==> config.mk <==
export PLATFORM = sky130hd
export DESIGN_NAME = mem_port_arbiter
export DESIGN_NICKNAME = d
export VERILOG_FILES = /design/src/rtl/mem_port_arbiter.sv
export SDC_FILE = /design/constraint.sdc
export NUM_CORES = 1
export LEC_CHECK = 0
export CAP_MARGIN = 20
export CORE_MARGIN = 2
export CORE_UTILIZATION = 41
export DETAILED_ROUTE_END_ITERATION = 16
export PLACE_DENSITY = 0.89
export SLEW_MARGIN = 0
export SYNTH_ARGS = -nofsm -noshare
export SYNTH_HDL_FRONTEND = slang
export SYNTH_SLANG_ARGS = --single-unit
==> constraint.sdc <==
create_clock -name clk -period 7.2 [get_ports clk]
set_input_delay 1.44 -clock clk [delete_from_list [all_inputs] [get_ports clk]]
set_output_delay 1.44 -clock clk [all_outputs]
set_load 0.01 [all_outputs]
==> src/rtl/mem_port_arbiter.sv <==
// Purpose : shares one single-ported 32-bit memory between the fetch port and the data port,
//           one outstanding transaction at a time, data first, with fetch anti-starvation.
// Latency : read req sampled at t -> mem_en/gnt at t+1 -> rvalid at t+2+MEM_LAT; write: one per 2 cycles.
// Backpr. : no stall signal; a requester holds req/addr/data until its gnt pulse, and requests
//           arriving in ISSUE or WAIT wait for the next arbitration point (IDLE or RESP).
// Ports   : clk/rst_n; fetch if_req/if_addr -> if_gnt/if_rvalid/if_rdata;
//           data d_req/d_we/d_addr/d_wdata -> d_gnt/d_rvalid/d_rdata;
//           memory mem_en/mem_we/mem_addr/mem_wdata <- mem_rdata; busy in ISSUE and WAIT.
module mem_port_arbiter #(
   parameter int MEM_LAT    = 1,
   parameter int STARVE_MAX = 4
) (
   input  logic        clk,
   input  logic        rst_n,
   input  logic        if_req,
   input  logic [31:0] if_addr,
   output logic        if_gnt,
   output logic        if_rvalid,
   output logic [31:0] if_rdata,
   input  logic        d_req,
   input  logic        d_we,
   input  logic [31:0] d_addr,
   input  logic [31:0] d_wdata,
   output logic        d_gnt,
   output logic        d_rvalid,
   output logic [31:0] d_rdata,
   output logic        mem_en,
   output logic        mem_we,
   output logic [31:0] mem_addr,
   output logic [31:0] mem_wdata,
   input  logic [31:0] mem_rdata,
   output logic        busy
);

   typedef enum logic [1:0] {IDLE, ISSUE, WAIT, RESP} state_t;

   localparam logic [2:0] WAIT_LAST  = 3'(MEM_LAT - 1);
   localparam logic [3:0] STARVE_LIM = 4'(STARVE_MAX);

   state_t      state, state_nxt;
   logic        owner_d, owner_d_nxt;   // 1: current transaction belongs to the data port
   logic [2:0]  wait_cnt, wait_cnt_nxt;
   logic [3:0]  starve_cnt, starve_nxt;
   logic        we_nxt;
   logic [31:0] addr_nxt, wdata_nxt;
   logic        arb_if, arb_d;

   always_comb begin
      state_nxt    = state;
      owner_d_nxt  = owner_d;
      wait_cnt_nxt = wait_cnt;
      starve_nxt   = starve_cnt;
      we_nxt       = 1'b0;
      addr_nxt     = mem_addr;
      wdata_nxt    = mem_wdata;
      arb_if       = 1'b0;
      arb_d        = 1'b0;
      case (state)
         IDLE, RESP: begin
            // Fetch wins when it has been starved long enough, or when data is absent.
            arb_if = if_req && ((starve_cnt == STARVE_LIM) || !d_req);
            arb_d  = d_req && !arb_if;
            if (arb_if) begin
               state_nxt   = ISSUE;
               owner_d_nxt = 1'b0;
               addr_nxt    = if_addr;
               starve_nxt  = 4'd0;
            end else if (arb_d) begin
               state_nxt   = ISSUE;
               owner_d_nxt = 1'b1;
               we_nxt      = d_we;
               addr_nxt    = d_addr;
               wdata_nxt   = d_wdata;
               if (!if_req)
                  starve_nxt = 4'd0;
               else if (starve_cnt != STARVE_LIM)
                  starve_nxt = starve_cnt + 4'd1;
            end else begin
               state_nxt  = IDLE;
               starve_nxt = 4'd0;
            end
         end
         ISSUE: begin
            // mem_we is the registered copy of the winner's write flag during ISSUE.
            wait_cnt_nxt = 3'd0;
            state_nxt    = mem_we ? IDLE : WAIT;
         end
         WAIT: begin
            if (wait_cnt == WAIT_LAST)
               state_nxt = RESP;
            else
               wait_cnt_nxt = wait_cnt + 3'd1;
         end
         default: state_nxt = IDLE;
      endcase
   end

   // All outputs are registered from next-state values so they line up with the state they describe;
   // the asynchronous reset clears them at once, abandoning any transaction in flight.
   always_ff @(posedge clk or negedge rst_n) begin
      if (!rst_n) begin
         state      <= IDLE;
         owner_d    <= 1'b0;
         wait_cnt   <= 3'd0;
         starve_cnt <= 4'd0;
         mem_en     <= 1'b0;
         mem_we     <= 1'b0;
         mem_addr   <= 32'd0;
         mem_wdata  <= 32'd0;
         if_gnt     <= 1'b0;
         d_gnt      <= 1'b0;
         if_rvalid  <= 1'b0;
         d_rvalid   <= 1'b0;
         if_rdata   <= 32'd0;
         d_rdata    <= 32'd0;
         busy       <= 1'b0;
      end else begin
         state      <= state_nxt;
         owner_d    <= owner_d_nxt;
         wait_cnt   <= wait_cnt_nxt;
         starve_cnt <= starve_nxt;
         mem_en     <= (state_nxt == ISSUE);
         mem_we     <= we_nxt;
         mem_addr   <= addr_nxt;
         mem_wdata  <= wdata_nxt;
         if_gnt     <= (state_nxt == ISSUE) && !owner_d_nxt;
         d_gnt      <= (state_nxt == ISSUE) && owner_d_nxt;
         busy       <= (state_nxt == ISSUE) || (state_nxt == WAIT);
         if_rvalid  <= (state_nxt == RESP) && !owner_d;
         d_rvalid   <= (state_nxt == RESP) && owner_d;
         // mem_rdata is valid in the last WAIT cycle; load it so it is visible during RESP.
         if ((state == WAIT) && (state_nxt == RESP)) begin
            if (owner_d)
               d_rdata <= mem_rdata;
            else
               if_rdata <= mem_rdata;
         end
      end
   end

endmodule

# Word-level counts from Yosys, hierarchy flattened
# Index checks and enable logic that the tools add are counted.
[word_totals]
ff_bits = 145
in_bits = 133
out_inout_bits = 135
word_cells = 72
[classes]
addsub = 2
eq_ne = 10
n_mux = 19
bitwise_logic = 2
reduce_logical = 24
[op_table]
columns = ["operator", "n"]
rows = [
  ["32-bit two-way mux", 2],
  ["4-bit two-way mux", 4],
  ["2-bit AND reduction", 5],
  ["2-bit == test (second input constant)", 4],
  ["1-bit two-way mux", 8],
  ["4-bit by 3-bit inequality test with 1-bit output (second input constant)", 2],
  ["1-bit logical AND", 7],
  ["2-bit case mux with 3 select lines", 1],
  ["3-bit case mux with 2 select lines", 1],
  ["4-bit by 1-bit adder with 4-bit output (second input constant)", 1],
  ["2-bit by 1-bit == test with 1-bit output (second input constant)", 2],
  ["4-bit by 3-bit == test with 1-bit output (second input constant)", 1],
  ["1-bit zero test", 4],
  ["2-bit two-way mux", 2],
  ["2-bit nonzero test", 2],
  ["3-bit by 1-bit adder with 3-bit output (second input constant)", 1],
  ["3-bit zero test", 1],
  ["3-bit two-way mux", 1],
  ["3-bit AND reduction", 1],
  ["2-bit zero test", 1],
  ["1-bit logical OR", 2],
  ["2-bit inequality test (second input constant)", 1],
  ["1-bit inverter", 2],
  ["2-bit OR reduction", 1],
]

# Longest topological paths before layout
# Gate-level depths: netlist of run 1.
[logic_depth]
word_depth = 11
mapped_depth = 10
ltp_nobuf = 8

# Worst setup path after synthesis of run 1
# Ideal clock, no wire load.
[synth_timing]
path_kind = "input to register"
from = "input d_req"
to = "register d_rdata[22]"
setup_ns = 0.125
t_arrival_ns = 3.374
path_slack_ns = 3.702
path_stages = 8
path_buffers = 3
path_cell_list = "buf_2 > o21ai_1 > clkbuf_1 > nand2_1 > ha_1 > nand3_1 > clkbuf_1 > mux2_2"
[synth_via]
elab_chain_len = 11
[synth_rtl]
columns = ["item", "line", "rtl"]
rows = [
  ["start: declaration", "20", "input logic d_req,"],
  ["1-bit zero test", "61", "arb_if = if_req && ((starve_cnt == STARVE_LIM) || !d_req);"],
  ["1-bit logical OR", "61", ""],
  ["1-bit logical AND", "61", ""],
  ["1-bit zero test", "62", "arb_d = d_req && !arb_if;"],
  ["1-bit logical AND", "62", ""],
  ["1-bit two-way mux", "68", "end else if (arb_d) begin"],
  ["1-bit two-way mux (*)", "63", "if (arb_if) begin"],
  ["2-bit case mux with 3 select lines (*)", "58", "case (state)"],
  ["named net state_nxt[0]", "40", "state_t state, state_nxt;"],
  ["2-bit == test (*)", "132", "if ((state == WAIT) && (state_nxt == RESP)) begin"],
  ["1-bit logical AND (*)", "132", ""],
  ["2-bit AND reduction (no line) (*)", "--", ""],
  ["end signal: assignment", "134", "d_rdata <= mem_rdata;"],
  ["end: declaration", "26", "output logic [31:0] d_rdata,"],
]
# The timed path passes the listed nets; every way through them passes the cells marked *.
# A chain may end at the register's enable or synchronous reset.

# Worst setup path after layout of run 1
[layout_timing]
from = "input if_req"
to = "register mem_wdata[22]"
[layout_via]
elab_chain_len = 4
[layout_rtl]
columns = ["item", "line", "rtl"]
rows = [
  ["start: declaration", "15", "input logic if_req,"],
  ["1-bit logical AND (*)", "61", ""],
  ["1-bit zero test", "62", ""],
  ["1-bit logical AND", "62", ""],
  ["3-bit AND reduction (no line) (*)", "--", ""],
  ["end signal: assignment", "125", "mem_wdata <= wdata_nxt;"],
  ["end: declaration", "30", "output logic [31:0] mem_wdata,"],
]
# Every way passes the cells marked *; elsewhere a longest branch is shown, timed or not.

==> results of run 1 <==
[kinds of logic after synthesis]
group / Yosys count / synth area share, %
fa+ha+maj: 9 / 1.85
compound gates: 47 / 5.62
flops: 145 / 59.7
mux: 98 / 19.9
simple gates: 121 / 9.75
buf+inv: 42 / 3.19
[power by group through the flow]
stage / Sequential [mW] / Combinational (mW) / Clock, mW
finish: 1.41 / 1.84 / 0.838
global route: 1.45 / 1.96 / 0.894
CTS: 1.41 / 1.85 / 0.857
detailed placement: 1.41 / 1.85 / 0
global placement: 1.39 / 1.78 / 0
floorplan: 1.55 / 0.714 / 0
[critical path: cells and delay by family]
kind	cells	cell delay (ns)
mux	1	0.44
buf+inv	1	0.65
simple gates	2	1.61
[sequential cells by signal, summed over array words and instances (netlist names), 2 cells and up]
signal / cells
if_rdata: 32
starve_cnt: 4
wait_cnt: 3
state: 2
d_rdata: 32
mem_addr: 32
mem_wdata: 32
[cell usage after synthesis (3+ instances only)]
| cell type | number |
|---|---|
| sky130_fd_sc_hd__nand3_1 | 5 |
| sky130_fd_sc_hd__nand4_1 | 32 |
| sky130_fd_sc_hd__buf_6 | 4 |
| sky130_fd_sc_hd__and2_1 | 3 |
| sky130_fd_sc_hd__buf_1 | 7 |
| sky130_fd_sc_hd__nand2_1 | 66 |
| sky130_fd_sc_hd__o211ai_1 | 33 |
| sky130_fd_sc_hd__dfrtp_1 | 145 |
| sky130_fd_sc_hd__clkbuf_1 | 15 |
| sky130_fd_sc_hd__nor2b_1 | 4 |
| sky130_fd_sc_hd__ha_1 | 9 |
| sky130_fd_sc_hd__inv_1 | 11 |
| sky130_fd_sc_hd__mux2_4 | 29 |
| sky130_fd_sc_hd__and3_1 | 3 |
| sky130_fd_sc_hd__buf_2 | 5 |
| sky130_fd_sc_hd__mux2_2 | 69 |
[path summary, 6_finish.rpt]
| kind | from | end | slack, ns | cells past startpoint |
|---|---|---|---|---|
| max in group asynchronous | rst_n | mem_wdata[16] | 4.96 | 2 |
| max | if_req | mem_wdata[22] | 3.33 | 4 |
| min reg2reg | owner_d | if_rvalid | 0.49 | 1 |
| min | owner_d | if_rvalid | 0.49 | 1 |
| max reg2reg | starve_cnt[0] | mem_wdata[22] | 4.38 | 5 |
| min in group asynchronous | rst_n | d_rdata[14] | 1.09 | 1 |
[layout by cell type, fill, tap and decap left out, drive strengths merged, types with 5 or more instances in the layout]
| cell | instances |
|---|---|
| clkdlybuf4s50 | 266 |
| dfrtp | 145 |
| mux2 | 98 |
| o211ai | 33 |
| nand3 | 5 |
| nand2 | 66 |
| buf | 8 |
| ha | 9 |
| inv | 13 |
| clkbuf | 21 |
| nand4 | 32 |
[layer usage]
metal	up-vias	global-route usage, %
li1	2171	-
met1	2339	24.2
met2	268	35.4
met3	34	5.90
met4	0	9.44
met5	-	0
[cell type report]
cell class / instances / area [sq um]
flip-flops and latches: 145 / 3630
clock buffers: 21 / 470
well taps: 184 / 230
clock inverters: 11 / 105
multi-input cells: 275 / 2270
fillers: 1041 / 5060
repair buffers: 274 / 2730
inverters: 11 / 41.3
[through the flow]
| stage | hold WS [ns] | setup WS [ns] | cells | cell area, sq um |
|---|---|---|---|---|
| 6_report | 0.489 | 3.33 | 921 | 9480 |
| 3_3_place_gp | 0.481 | 3.07 | 888 | 8890 |
| 5_1_grt | 0.515 | 3.19 | 921 | 9480 |
| 2_1_floorplan | 0.451 | 3.70 | 462 | 6080 |
| 4_1_cts | 0.489 | 3.39 | 921 | 9480 |
| 3_5_place_dp | 0.479 | 2.99 | 889 | 8900 |
==> flow_summary.ini, run 1 <==
[yosys]
syn_avg_cell_area_sq_um = 13.2
synth-seq-cells = 145
seq_area_frac_synth_pct = 59.7
post_synth_instance_area_sq_um = 6080
postSynthCellCount = 462
synth_enable_flop_cells = 0
yosysWarnings = 0
yosys_most_used_dff = sky130_fd_sc_hd__dfrtp_1
ys_top_cells_by_area = sky130_fd_sc_hd__dfrtp_1 60%, sky130_fd_sc_hd__mux2_2 13%, sky130_fd_sc_hd__mux2_4 7.2%
synth_nets = 604
yosysUniqueCellTypes = 32
synth_top_area_share_pct = 59.7
synth_async_sr_flop_share_pct = 100
synth.largest_area_cell = sky130_fd_sc_hd__dfrtp_1

[routing]
drc_errors = 0
routed-wl-met3_mm = 1.28
detail_route.wirelength_mm = 16.4
dr.max_layer_used = met4
drt_pass1_iterations = 5
drt-initial-drc-count = 317
wl_met1_mm = 6.35
met2_length_mm = 8.31
drt-wirelength-per-cell_um = 17.8
drt-vias-per-instance = 5.22
vias = 4812
antenna_violating_nets_post_route = 0

[die]
start_util_pct = 41.8
die_h_um = 126
boundaryPins = 268
die_width_um = 126
core_ar_sq_um = 14500
dieArea_sq_um = 15800
rows = 44

[sta]
fin_tns_setup_ns = 0
worst_slew_margin_relative_to_its_limit_pct = 30.6
maxSlewViolCount = 0
fmax_mhz = 258
setup_repair_after_global_routing_missed_its_margin = no
worst_margin_pin_slew_ns = 1.04
finalClockSkew_ns = 0.00801
final_period_minus_worst_setup_slack_ns = 3.87
setup_violations = 0
min_period_over_period_pct = 53.7
timing_hold_violations_final = 0

[grt]
grt_overflow_total = 0
grt_start_max_net_pins = 99
first_global_vias = 5140
initial_antenna_violation_count = 0
track_usage_pct = 20.7
global_route_wire_length_before_repair_mm = 26.0

[clock_tree]
clk_pin_slew_worst_paths_ns = 0.06
cts-htree-levels = 4
postCtsResizedCells = 0
cts_made_buffers = 17
clock_latency_ns = 0.41
clockRootBuffer = sky130_fd_sc_hd__clkbuf_16
cts_tree = yes
post_cts_hold_buffer_count = 0
clock-sinks = 145
cts.repair_timing.setup_buffer_count = 0
cts_buffer_depth = 2

[power]
power.internal_mw = 2.77
fin_total_pwr_mw = 4.09
p_comb_share_pct = 45.0
power.net_switching_mw = 1.32
max-vdd-ir-drop_mv = 0.211
powerDensity_nw_per_um2 = 431
power_frac_clock_pct = 20.5
seq_power_share_pct = 34.5
total_leakage_power_nw = 4.10
power_switching_share_pct = 32.2

[setup_path]
critPathSlowestCell = sky130_fd_sc_hd__and3_2
timing.critical_path.required_ns = 7.50
worstPathMaxFanout = 33
critical_path_arrival_ns = 4.16
cp-start-kind = input port
critical_path.endpoint_type = register
worst_path_largest_cell_delay_ns = 0.90
timing.critical_path.cells = clkdlybuf4s50_1, nand4b_2, and3_2, mux2_4
timing_worst_setup_path_type = in -> reg

[placement]
port_buffers = 267
globalplace.congestion = 0.816
post-dp-hpwl_mm = 11.7

[finish]
post_route_core_utilization_pct = 65.2
drive_above_1_share_pct = 19.1
num_antenna_cells = 0
layout-area-overhead-vs-synth_pct = 55.8
final_net_count = 866

[min_path]
min-delay-path-class = reg -> reg

[flow_run]
max_cap_violations = 0

[status]
run_status = completed
(Power assumes the default switching activity.)
==> inputs of run 2 (changes only) <==
==> constraint.sdc (replaced) <==
create_clock -name clk -period 3.7 [get_ports clk]
set_input_delay 0.74 -clock clk [delete_from_list [all_inputs] [get_ports clk]]
set_output_delay 0.74 -clock clk [all_outputs]
set_load 0.01 [all_outputs]
==> flow_summary.ini, run 2 (synthesis results as in run 1) <==
[status]
run_status = completed

[routing]
antenna_violating_nets_post_route = 0
drt_pass1_iterations = 5
detail_route.wirelength_mm = 16.6
drt-vias-per-instance = 5.17
drt-wirelength-per-cell_um = 17.9
drt-initial-drc-count = 240
drc_errors = 0
vias = 4775

[clock_tree]
post_cts_hold_buffer_count = 0
cts_made_buffers = 17
cts_buffer_depth = 2
clockRootBuffer = sky130_fd_sc_hd__clkbuf_16
clk_pin_slew_worst_paths_ns = 0.06
clock-sinks = 145
clock_latency_ns = 0.42
cts_tree = yes
postCtsResizedCells = 0
cts-htree-levels = 4
cts.repair_timing.setup_buffer_count = 0

[power]
fin_total_pwr_mw = 8.06
powerDensity_nw_per_um2 = 846
max-vdd-ir-drop_mv = 0.372
total_leakage_power_nw = 4.13

[sta]
setup_violations = 0
final_period_minus_worst_setup_slack_ns = 2.70
setup_repair_after_global_routing_missed_its_margin = no
fin_tns_setup_ns = 0
min_period_over_period_pct = 73.1
worst_slew_margin_relative_to_its_limit_pct = 44.6
timing_hold_violations_final = 0
fmax_mhz = 370
worst_margin_pin_slew_ns = 0.831
worst_slack_ns = 0.995
maxSlewViolCount = 0
finalClockSkew_ns = 0.00799

[flow_run]
max_cap_violations = 0

[die]
die_h_um = 126
boundaryPins = 268
dieArea_sq_um = 15800
core_ar_sq_um = 14500
rows = 44
start_util_pct = 41.8
die_width_um = 126

[grt]
track_usage_pct = 21.3
first_global_vias = 5059
initial_antenna_violation_count = 0
grt_start_max_net_pins = 91
global_route_wire_length_before_repair_mm = 26.7
grt_overflow_total = 0

[finish]
layout-area-overhead-vs-synth_pct = 56.7
layout_commonest_cell = sky130_fd_sc_hd__clkdlybuf4s50_1
multi_input_area_sq_um = 2270
num-fill-cells = 1023
num_antenna_cells = 0
post_route_core_utilization_pct = 65.6
drive_above_1_share_pct = 19.5
final_net_count = 869
register_area_sq_um = 3630
layout.cell_area.non_filler_sq_um = 9530
final_cell_mix = 266 x sky130_fd_sc_hd__clkdlybuf4s50_1, 145 x sky130_fd_sc_hd__dfrtp_1, 69 x sky130_fd_sc_hd__mux2_2

[setup_path]
critical_path_arrival_ns = 3.01
timing_worst_setup_path_type = reg -> reg
worstPathMaxFanout = 40
timing.critical_path.required_ns = 4.00
critPathSlowestCell = sky130_fd_sc_hd__and3_2
timing.critical_path.cells = inv_1, ha_1, buf_4, and3_2, buf_4, mux2_4
critical_path.endpoint_type = register
cp-start-kind = register
critical-path-top-cell-by-count = sky130_fd_sc_hd__buf_4
worst_path_largest_cell_delay_ns = 0.64

[placement]
port_buffers = 267
globalplace.congestion = 0.810
post-dp-hpwl_mm = 12.0
placedInstanceArea_sq_um = 8930
post-place-ws_ns = 0.807

[min_path]
min-delay-path-class = in -> async
==> run 2: path summary, 6_finish.rpt <==
| check | to | slack [ns] | cells after the start | start |
|---|---|---|---|---|
| max | mem_wdata[15] | 1.0 | 6 | state[0] |
| max in group asynchronous | d_rdata[10] | 2.47 | 2 | rst_n |
| max reg2reg | mem_wdata[15] | 1.0 | 6 | state[0] |
| min | if_rdata[18] | 0.39 | 1 | rst_n |
| min in group clk | d_rdata[17] | 0.50 | 1 | d_rdata[17] |
| min reg2reg | d_rdata[17] | 0.50 | 1 | d_rdata[17] |
==> run 2: layout make-up <==
class,count,area share [%]
Clock buffer,21,4.94
Clock inverter,11,1.34
Inverter,11,0.433
Multi-Input combinational cell,275,23.8
Sequential cell,145,38.1
Tap cell,184,2.42
Timing Repair Buffer,277,29.0
==> run 2: through the flow <==
stage | hold slack (ns) | cells
6_report | 0.387 | 924
5_1_grt | 0.448 | 924
4_1_cts | 0.412 | 924
3_5_place_dp | 0.493 | 892
3_3_place_gp | 0.487 | 892
2_1_floorplan | 0.444 | 462
==> run 2: per-layer routing <==
layer  global-route usage (%)  wire length (um)  vias to the layer above
met5                        0                 0                        -
met4                     8.47               416                        0
met3                     6.75              1270                       35
met2                     37.2              8540                      228
met1                     24.4              6340                     2336
li1                         -                 -                     2176
==> run 2: worst max-delay path, delay by kind of cell, from the launching register on <==
kind	cells	cell delay (ns)
muxes	1	0.33
DFF	1	0.38
and+or+nand+nor	1	0.64
adders and majority gates	1	0.36
buffers and inverters	3	0.87
==> run 2: power breakdown <==
group	internal [mW]	total, mW	switching, mW
clock network	1.05	1.71	0.662
logic	2.11	3.61	1.50
registers	2.31	2.74	0.425
total	5.47	8.06	2.59
